### config.mk
export PLATFORM = sky130hd
export DESIGN_NAME = cpu_step_ctrl
export DESIGN_NICKNAME = d
export VERILOG_FILES = /design/src/rtl/cpu_step_ctrl.sv
export SDC_FILE = /design/constraint.sdc
export NUM_CORES = 1
export LEC_CHECK = 0
export CAP_MARGIN = 30
export CORE_ASPECT_RATIO = 0.7
export CORE_UTILIZATION = 44
export CTS_CLUSTER_DIAMETER = 40
export DETAILED_ROUTE_END_ITERATION = 8
export GPL_ROUTABILITY_DRIVEN = 0
export HOLD_SLACK_MARGIN = 0.12
export PLACE_DENSITY = 0.84
export SETUP_SLACK_MARGIN = 0.02
export SKIP_LAST_GASP = 1
export SYNTH_ARGS = -nofsm -noshare
export SYNTH_HDL_FRONTEND = slang
export SYNTH_SLANG_ARGS = --single-unit
export TNS_END_PERCENT = 10
### constraint.sdc
create_clock -name CLOCK_50 -period 8.69 [get_ports CLOCK_50]
set_input_delay 2.607 -clock CLOCK_50 [delete_from_list [all_inputs] [get_ports CLOCK_50]]
set_output_delay 2.607 -clock CLOCK_50 [all_outputs]
set_load 0.01 [all_outputs]
### src/rtl/cpu_step_ctrl.sv
// Execution controller for the DE-board single-cycle CPU: debounces KEY[1] and turns it into
// single-step, burst, divided-run and full-speed-run clock enables with a PC breakpoint.
module cpu_step_ctrl #(
   parameter int PC_W       = 32,
   parameter int BURST_W    = 8,
   parameter int DEB_CYCLES = 500_000,
   parameter int RUN_DIV    = 25_000_000,
   parameter int CNT_W      = 16
) (
   input  logic               CLOCK_50,
   input  logic               rst_n,
   input  logic               step_key_n,
   input  logic [1:0]         mode,
   input  logic [BURST_W-1:0] burst_len,
   input  logic               bp_en,
   input  logic [PC_W-1:0]    bp_addr,
   input  logic [PC_W-1:0]    pc,
   output logic               cpu_ce,
   output logic               halted,
   output logic [CNT_W-1:0]   step_count,
   output logic [1:0]         state
);

   localparam int DEB_W = $clog2(DEB_CYCLES + 1);
   localparam int DIV_W = (RUN_DIV > 1) ? $clog2(RUN_DIV) : 1;

   typedef enum logic [1:0] {
      IDLE  = 2'd0,
      STEP  = 2'd1,
      BURST = 2'd2,
      RUN   = 2'd3
   } state_t;

   state_t cur_state, nxt_state;

   logic               key_meta, key_sync, key_filt, key_filt_d;
   logic [DEB_W-1:0]   deb_cnt;
   logic               press;
   logic [BURST_W-1:0] remaining;
   logic [DIV_W-1:0]   div_cnt;
   logic               run_full;
   logic               first_pulse;
   logic               bp_stop;
   logic               run_due;

   // Key idles high, so the synchroniser and filter also come out of reset high.
   always_ff @(posedge CLOCK_50 or negedge rst_n) begin
      if (!rst_n) begin
         key_meta   <= 1'b1;
         key_sync   <= 1'b1;
         key_filt   <= 1'b1;
         key_filt_d <= 1'b1;
         deb_cnt    <= '0;
      end else begin
         key_meta   <= step_key_n;
         key_sync   <= key_meta;
         key_filt_d <= key_filt;
         if (key_sync == key_filt) begin
            deb_cnt <= '0;
         end else if (deb_cnt == DEB_W'(DEB_CYCLES - 1)) begin
            key_filt <= key_sync;
            deb_cnt  <= '0;
         end else begin
            deb_cnt <= deb_cnt + DEB_W'(1);
         end
      end
   end

   assign press = key_filt_d & ~key_filt;

   // The very first pulse after a press ignores the breakpoint so a resume can step off it.
   assign bp_stop = bp_en && (pc == bp_addr) && !first_pulse;
   assign run_due = run_full || (div_cnt == '0);

   always_ff @(posedge CLOCK_50 or negedge rst_n) begin
      if (!rst_n) begin
         cur_state <= IDLE;
      end else begin
         cur_state <= nxt_state;
      end
   end

   always_comb begin
      nxt_state = cur_state;
      case (cur_state)
         IDLE: begin
            if (press) begin
               if (mode == 2'b00) begin
                  nxt_state = STEP;
               end else if (mode == 2'b01) begin
                  nxt_state = BURST;
               end else begin
                  nxt_state = RUN;
               end
            end
         end
         STEP:    nxt_state = IDLE;
         BURST: begin
            if (press || bp_stop || (remaining == BURST_W'(1))) begin
               nxt_state = IDLE;
            end
         end
         RUN: begin
            if (press || bp_stop) begin
               nxt_state = IDLE;
            end
         end
         default: nxt_state = IDLE;
      endcase
   end

   // An abort press takes priority over both the pulse and the breakpoint.
   always_comb begin
      cpu_ce = 1'b0;
      case (cur_state)
         STEP:    cpu_ce = 1'b1;
         BURST:   cpu_ce = !press && !bp_stop;
         RUN:     cpu_ce = !press && !bp_stop && run_due;
         default: cpu_ce = 1'b0;
      endcase
   end

   assign state = cur_state;

   always_ff @(posedge CLOCK_50 or negedge rst_n) begin
      if (!rst_n) begin
         remaining   <= '0;
         div_cnt     <= '0;
         run_full    <= 1'b0;
         first_pulse <= 1'b0;
         halted      <= 1'b0;
         step_count  <= '0;
      end else begin
         step_count <= step_count + CNT_W'(cpu_ce);
         if ((cur_state == IDLE) && press) begin
            remaining   <= (burst_len == '0) ? BURST_W'(1) : burst_len;
            run_full    <= mode[0];
            div_cnt     <= '0;
            first_pulse <= 1'b1;
            halted      <= 1'b0;
         end else begin
            first_pulse <= 1'b0;
            if ((cur_state == BURST) && cpu_ce) begin
               remaining <= remaining - BURST_W'(1);
            end
            if (cur_state == RUN) begin
               div_cnt <= (div_cnt == DIV_W'(RUN_DIV - 1)) ? '0 : div_cnt + DIV_W'(1);
            end
            if (((cur_state == BURST) || (cur_state == RUN)) && !press && bp_stop) begin
               halted <= 1'b1;
            end
         end
      end
   end

endmodule
==> results of run 1 <==
critical path: stages:
cell and delay (ns):
clkdlybuf4s50_1 0.41, xor2_1 0.16, nor4_1 0.33, nand4_1 0.22
or3_1 0.63, or2b_1 0.28, o22ai_1 0.14, clkdlybuf4s50_1 0.51
area by class of cell:
type,count,area share (%)
Clock buffer,11,4.110
Clock inverter,5,1.503
Inverter,11,0.7293
Multi-Input combinational cell,358,38.85
Sequential cell,77,34.12
Tap cell,124,2.740
Timing Repair Buffer,101,17.94
how the worst max path moves through the flow:
stage,from,end,slack (ns),cells after the start
3_5_place_dp,bp_addr[13],cpu_ce,0.79,8
4_1_cts,bp_addr[13],cpu_ce,0.77,8
2_1_floorplan,bp_addr[23],cpu_ce,2.12,7
3_3_place_gp,bp_addr[13],cpu_ce,0.85,8
6_report,bp_addr[13],cpu_ce,0.79,8
5_1_grt,bp_addr[30],cpu_ce,0.65,8
cell usage in the layout (no fill, tap or decap), types with 2 or more instances in the layout:
cell type | netlist | routed
a211oi_1 | 2 | 2
a21oi_1 | 12 | 12
a31o_1 | 3 | 3
a31oi_1 | 12 | 12
and2_1 | 2 | 2
and3_1 | 12 | 12
and4_1 | 4 | 4
buf_4 | 1 | 3
bufinv_16 | 0 | 2
clkbuf_1 | 5 | 2
clkbuf_16 | 0 | 9
clkdlybuf4s50_1 | 0 | 96
clkinv_4 | 0 | 2
dfrtp_1 | 73 | 73
dfstp_2 | 4 | 4
ha_1 | 7 | 7
inv_1 | 11 | 11
nand2_1 | 52 | 52
nand3_1 | 33 | 33
nand4_1 | 12 | 12
nand4b_1 | 2 | 2
nor2_1 | 39 | 39
nor3_1 | 5 | 5
nor4_1 | 19 | 19
nor4b_1 | 3 | 3
o211ai_1 | 3 | 3
o21ai_0 | 24 | 24
o21ai_1 | 12 | 12
o22ai_1 | 2 | 2
o31ai_1 | 7 | 7
or3_1 | 5 | 5
or4_1 | 6 | 6
xnor2_1 | 17 | 17
xor2_1 | 48 | 48
metrics by stage:
stage / hold WS (ns) / setup WS [ns] / std cells / instance area [µm²]
final: 0.3690 / 0.7914 / 687 / 5662
after global routing: 0.3764 / 0.6538 / 687 / 5662
after CTS: 0.3729 / 0.7715 / 686 / 5634
after global placement: 0.3538 / 0.8514 / 670 / 5316
after detailed placement: 0.3509 / 0.7882 / 670 / 5316
after floorplan: 0.3452 / 2.115 / 465 / 4277
metal layers:
metal  GRT usage, %  vias up
met5              0        -
met4          7.614        0
met3          5.367       24
met2          35.00      122
met1          30.16     1856
li1               -     1855
registers in the layout, indices dropped and copies added, names as in the netlist:
register and cells:
halted 1, first_pulse 1, div_cnt 25, remaining 8, state 2, key_sync 1
key_filt 1, step_count 16, run_full 1, key_meta 1, key_filt_d 1, deb_cnt 19
where the power goes:
group          leakage (nW)  internal, W  switching [W]  total (W)
Combinational          1.21    0.0000409      0.0000242  0.0000651
Clock                 0.150     0.000253       0.000145   0.000398
Sequential            0.983     0.000361     0.00000153   0.000363
Total                  2.34     0.000655       0.000171   0.000826
cells by family after synthesis:
group,Yosys count
compound gates,83
xor+xnor,65
fa+ha+maj,7
buf+inv,30
flops,77
mux,2
simple gates,201
==> load_flow_metrics.sql, run 1 <==
INSERT INTO impl_metrics (metric_group, metric, value, unit) VALUES
('die', 'dieArea', '10120', 'µm²'),
('timing', 'timing.setup.tns', '0', 'ns'),
('timing', 'timing.max_slew.rel_slack', '34.29', '%'),
('critical_path', 'worst_r2r_startpoint', 'first_pulse', ''),
('yosys', 'synth_top_area_cell', 'dfrtp_1', ''),
('grt', 'grt_pass1_vias', '3727', ''),
('cells_and_area', 'finished_core_util', '61.19', '%'),
('cells_and_area', 'insertedDiodeCount', '0', ''),
('detailed_routing', 'route.vias.total', '3857', ''),
('pwr', 'totalPowerFinal', '0.0008256', 'W'),
('worst_hold_path', 'origin_of_the_worst_min_delay_path', 'key_meta', ''),
('detailed_routing', 'drt-total-wl', '10680', 'µm'),
('grt', 'grt_first_pass_wirelength', '17940', 'µm'),
('timing', 'max_freq', '126.6', 'MHz'),
('job', 'max_cap_viol_count', '0', ''),
('clock_tree', 'cts-buffers-inserted', '9', ''),
('yosys', 'synth.cell_area', '4277', 'µm²'),
('critical_path', 'critPathArrivalTime', '5.29', 'ns'),
('timing', 'worst_clock_skew', '0.005373', 'ns'),
('critical_path', 'worst-endpoint-required', '6.08', 'ns'),
('detailed_routing', 'drt-met1-wl', '4775', 'µm'),
('cells_and_area', 'design.final.nets', '643', ''),
('yosys', 'synth.area.mux_share', '0.4974', '%'),
('pwr', 'p_leak', '2.343', 'nW'),
('grt', 'antenna_found_initial', '0', ''),
('grt', 'groute.usage.overall', '22.27', '%'),
('detailed_routing', 'drt-initial-drc-count', '361', ''),
('critical_path', 'endpoint_kind', 'output pin', ''),
('clock_tree', 'post_cts_resize_count', '0', ''),
('placement', 'port_buffers', '97', ''),
('critical_path', 'count_of_cells_along_the_worst_register_to_register_path', '12', ''),
('yosys', 'yosys_warnings', '0', ''),
('cells_and_area', 'ff_latch_area', '1932', 'µm²'),
('clock_tree', 'clk-insertion-delay-late', '0.34', 'ns'),
('detailed_routing', 'maxUsedRoutingLayer', 'met4', ''),
('yosys', 'syn-num-nets', '550', ''),
('clock_tree', 'cts.hold.buffers_added', '0', ''),
('timing', 'min_period', '7.899', 'ns'),
('yosys', 'ys_top_cells_by_area', 'dfrtp_1 43%, xor2_1 9.8%, nand2_1 4.6%', ''),
('die', 'fp.coreArea', '9253', 'µm²'),
('worst_hold_path', 'whs_endpoint', 'key_sync', ''),
('detailed_routing', 'ant_nets', '0', ''),
('clock_tree', 'tritoncts', 'built', ''),
('yosys', 'postSynthRegisterBits', '77', ''),
('yosys', 'synth-edff-count', '0', ''),
('detailed_routing', 'route.met3.wl', '579', 'µm'),
('clock_tree', 'cts-htree-levels', '3', ''),
('timing', 'report.final.hold_viol_count', '0', ''),
('grt', 'grt_start_max_net_pins', '78', ''),
('timing', 'layout_worst_path_cycle_share', '90.89', '%'),
('worst_hold_path', 'hold_class', 'register to register', ''),
('die', 'rows', '29', ''),
('yosys', 'synth.top_cells.by_count', '73 x dfrtp_1, 52 x nand2_1, 48 x xor2_1', ''),
('timing', 'setup_viol', '0', ''),
('placement', 'place_hpwl', '7659', 'µm'),
('yosys', 'synth-simple-area-share', '23.90', '%'),
('yosys', 'yosysTopAreaCellShare', '42.72', '%'),
('cells_and_area', 'layout.filler_cells', '739', ''),
('clock_tree', 'cts-root-buf', 'clkbuf_16', ''),
('critical_path', 'r2r-end', 'step_count[12]', ''),
('die', 'io-pin-count', '98', ''),
('cells_and_area', 'multi_input_gate_area_in_the_final_layout', '2200', 'µm²'),
('clock_tree', 'tritoncts_sinks', '77', ''),
('timing', 'drv_slew', '0', ''),
('worst_hold_path', 'holdPathStages', '0', ''),
('yosys', 'yosys.area_share.xor_xnor', '13.31', '%'),
('pwr', 'cellPowerDensity', '145.8', 'nW/µm²'),
('pwr', 'vdd_drop_max', '0.09303', 'mV'),
('yosys', 'netlist_instances', '465', ''),
('status', 'outcome', 'completed', ''),
('yosys', 'synth_compound_gate_area_share', '11.67', '%');
Note: power is estimated with default switching activity, not from simulation.
==> run 2, diff against run 1 <==
- PLACE_DENSITY: 0.84 -> 0.73
- clock period: 8.69 -> 8.1 ns (I/O delays scaled with it)
==> load_flow_metrics.sql, run 2 (synthesis gave the netlist of run 1 again) <==
INSERT INTO impl_metrics (metric_group, metric, value, unit) VALUES
('status', 'outcome', 'completed', ''),
('timing', 'timing.max_slew.rel_slack', '36.40', '%'),
('critical_path', 'critical_path_buf_inv_count', '2', ''),
('die', 'initial_core_util', '46.22', '%'),
('die', 'dieArea', '10120', 'µm²'),
('cells_and_area', 'insertedDiodeCount', '0', ''),
('pwr', 'p_leak', '2.346', 'nW'),
('timing', 'setup_viol', '0', ''),
('detailed_routing', 'routedWlPerCell', '15.24', 'µm'),
('cells_and_area', 'layout.cells.most_common_list', '96 x clkdlybuf4s50_1, 73 x dfrtp_1, 52 x nand2_1', ''),
('job', 'max_cap_viol_count', '0', ''),
('timing', 'min_period', '7.548', 'ns'),
('die', 'die_height', '84.49', 'µm'),
('cells_and_area', 'postLayoutCellArea', '5673', 'µm²'),
('cells_and_area', 'largest_register_ffs', '25', ''),
('clock_tree', 'cts-htree-levels', '3', ''),
('die', 'io-pin-count', '98', ''),
('critical_path', 'timing.critical_path.cells', 'clkdlybuf4s50_1 -> xor2_1 -> nor4_1 -> nand4_1 -> or3_1 -> or2b_1 -> o22ai_1 -> clkdlybuf4s50_1', ''),
('critical_path', 'crit_path_max_fanout', '15', ''),
('pwr', 'seqPwrFrac', '42.7', '%'),
('worst_hold_path', 'origin_of_the_worst_min_delay_path', 'key_meta', ''),
('clock_tree', 'clk_pin_slew_worst_paths', '0.06', 'ns'),
('clock_tree', 'cts.hold.buffers_added', '0', ''),
('placement', 'place_hpwl', '7660', 'µm'),
('critical_path', 'timing_worst_setup_path_type', 'input pin to output pin', ''),
('detailed_routing', 'route.vias.total', '3808', ''),
('pwr', 'comb_power_share', '7.7', '%'),
('grt', 'grt_start_max_net_pins', '78', ''),
('cells_and_area', 'final_common_cell', 'clkdlybuf4s50_1', ''),
('timing', 'tightestPinTransition', '0.9540', 'ns'),
('timing', 'worst_clock_skew', '0.006824', 'ns'),
('clock_tree', 'clk-insertion-delay-late', '0.33', 'ns'),
('detailed_routing', 'route.detailed.vias_per_inst', '5.551', ''),
('cells_and_area', 'design.final.nets', '642', ''),
('timing', 'timing.setup.tns', '0', 'ns'),
('critical_path', 'endpoint_kind', 'output pin', ''),
('cells_and_area', 'drive_above_1_share', '4.448', '%'),
('die', 'fp.coreArea', '9253', 'µm²'),
('critical_path', 'worst_r2r_startpoint', 'div_cnt[10]', ''),
('critical_path', 'setup.worst_path.start_class', 'input pin', ''),
('clock_tree', 'clock_tree.buffer_depth', '2', ''),
('detailed_routing', 'drt-total-wl', '10460', 'µm'),
('critical_path', 'critical_path.top_delay_family', 'simple AND/OR/NAND/NOR gates', ''),
('cells_and_area', 'largest-register', 'div_cnt', ''),
('critical_path', 'critPathMostFrequentCell', 'clkdlybuf4s50_1', ''),
('grt', 'global_route.overflow_total', '0', ''),
('cells_and_area', 'layout.filler_cells', '808', ''),
('placement', 'port_buffers', '97', ''),
('critical_path', 'worst-endpoint-required', '5.67', 'ns'),
('worst_hold_path', 'hold_class', 'register to register', ''),
('die', 'rows', '29', ''),
('cells_and_area', 'largest_registers', 'div_cnt (25), deb_cnt (19), step_count (16)', ''),
('die', 'horizontal_extent_of_the_die', '119.8', 'µm'),
('timing', 'max_freq', '132.5', 'MHz'),
('critical_path', 'critPathArrivalTime', '5.12', 'ns'),
('clock_tree', 'cts-buffers-inserted', '9', ''),
('critical_path', 'max_stage_delay', '0.63', 'ns'),
('pwr', 'vdd_drop_max', '0.1277', 'mV'),
('critical_path', 'critical_path.startpoint', 'bp_addr[13]', ''),
('detailed_routing', 'dr.pass1.iters', '6', ''),
('timing', 'drv_slew', '0', ''),
('pwr', 'cellPowerDensity', '160.7', 'nW/µm²'),
('clock_tree', 'post-cts-setup-buffer-count', '0', ''),
('pwr', 'power.internal', '0.0007326', 'W'),
('grt', 'grt_pass1_vias', '3594', ''),
('grt', 'groute.usage.overall', '21.66', '%'),
('detailed_routing', 'drt-initial-drc-count', '430', ''),
('clock_tree', 'tritoncts_sinks', '77', ''),
('clock_tree', 'cts-root-buf', 'clkbuf_16', ''),
('grt', 'antenna_found_initial', '0', ''),
('critical_path', 'slowest_stage', 'or3_1', ''),
('timing', 'grt_setup_unrepaired', 'no', ''),
('detailed_routing', 'ant_nets', '0', ''),
('pwr', 'swShare', '19.65', '%'),
('grt', 'grt_first_pass_wirelength', '17330', 'µm'),
('placement', 'place_area', '5311', 'µm²'),
('pwr', 'clkPwrFrac', '49.6', '%'),
('timing', 'layout_worst_path_cycle_share', '93.18', '%'),
('clock_tree', 'tritoncts', 'built', ''),
('clock_tree', 'post_cts_resize_count', '0', ''),
('cells_and_area', 'flow.area_growth_from_synthesis', '32.65', '%'),
('detailed_routing', 'post-route-drc-count', '0', ''),
('timing', 'report.final.hold_viol_count', '0', ''),
('pwr', 'reported_net_switching_power', '0.0001791', 'W');
==> run 2: through the flow <==
| step | hold slack [ns] | instances | total power (W) | utilization (%) | setup WS [ns] |
|---|---|---|---|---|---|
| after floorplan | 0.3452 | 465 | 0.0004129 | - | 1.879 |
| after global placement | 0.3480 | 669 | 0.0004626 | 57.40 | 0.6539 |
| after detailed placement | 0.3495 | 669 | 0.0004649 | 57.40 | 0.5416 |
| after CTS | 0.3517 | 685 | 0.0009206 | 61.01 | 0.5242 |
| after global routing | 0.3491 | 686 | 0.0009458 | 61.31 | 0.3763 |
| final | 0.3491 | 686 | 0.0009117 | 61.31 | 0.5521 |
==> run 2: final timing paths <==
check / slack (ns) / depth (start not counted) / endpoint
worst max-delay path: 0.55 / 8 / cpu_ce
worst min-delay path: 0.35 / 0 / key_sync
worst max register to register: 5.05 / 11 / step_count[10]
worst min register to register: 0.35 / 0 / key_sync
max in group asynchronous: 5.61 / 2 / key_filt_d
min in group asynchronous: 1.90 / 1 / step_count[8]
==> run 2: layout make-up <==
type	instances	area [µm²]	area share (%)
Clock buffer	12	236.5	4.169
Inverter	11	41.29	0.7278
Timing Repair Buffer	100	1011	17.82
Tap cell	124	155.1	2.735
Sequential cell	77	1932	34.05
Clock inverter	4	97.59	1.720
Multi-Input combinational cell	358	2200	38.77
==> run 2: power by group through the flow <==
stage / Clock [W] / Sequential (W) / Combinational (W)
CTS: 0.000462 / 0.000389 / 0.0000694
finish: 0.000452 / 0.000389 / 0.0000701
global placement: 0 / 0.000396 / 0.0000669
global route: 0.000480 / 0.000389 / 0.0000770
detailed placement: 0 / 0.000396 / 0.0000689
floorplan: 0 / 0.000396 / 0.0000173
==> run 2: per-layer routing <==
layer / GRT usage, % / vias to the layer above / wire, µm
met2: 31.69 / 121 / 4776
met4: 7.386 / 0 / 127
met5: 0 / - / 0
li1: - / 1852 / -
met3: 5.163 / 12 / 588
met1: 31.35 / 1823 / 4965
==> run 3, diff against run 2 <==
- CTS_CLUSTER_DIAMETER: 40 -> 100
==> results of run 3 <==
No change in the layout: final DEF, timing and power equal those of run 2.
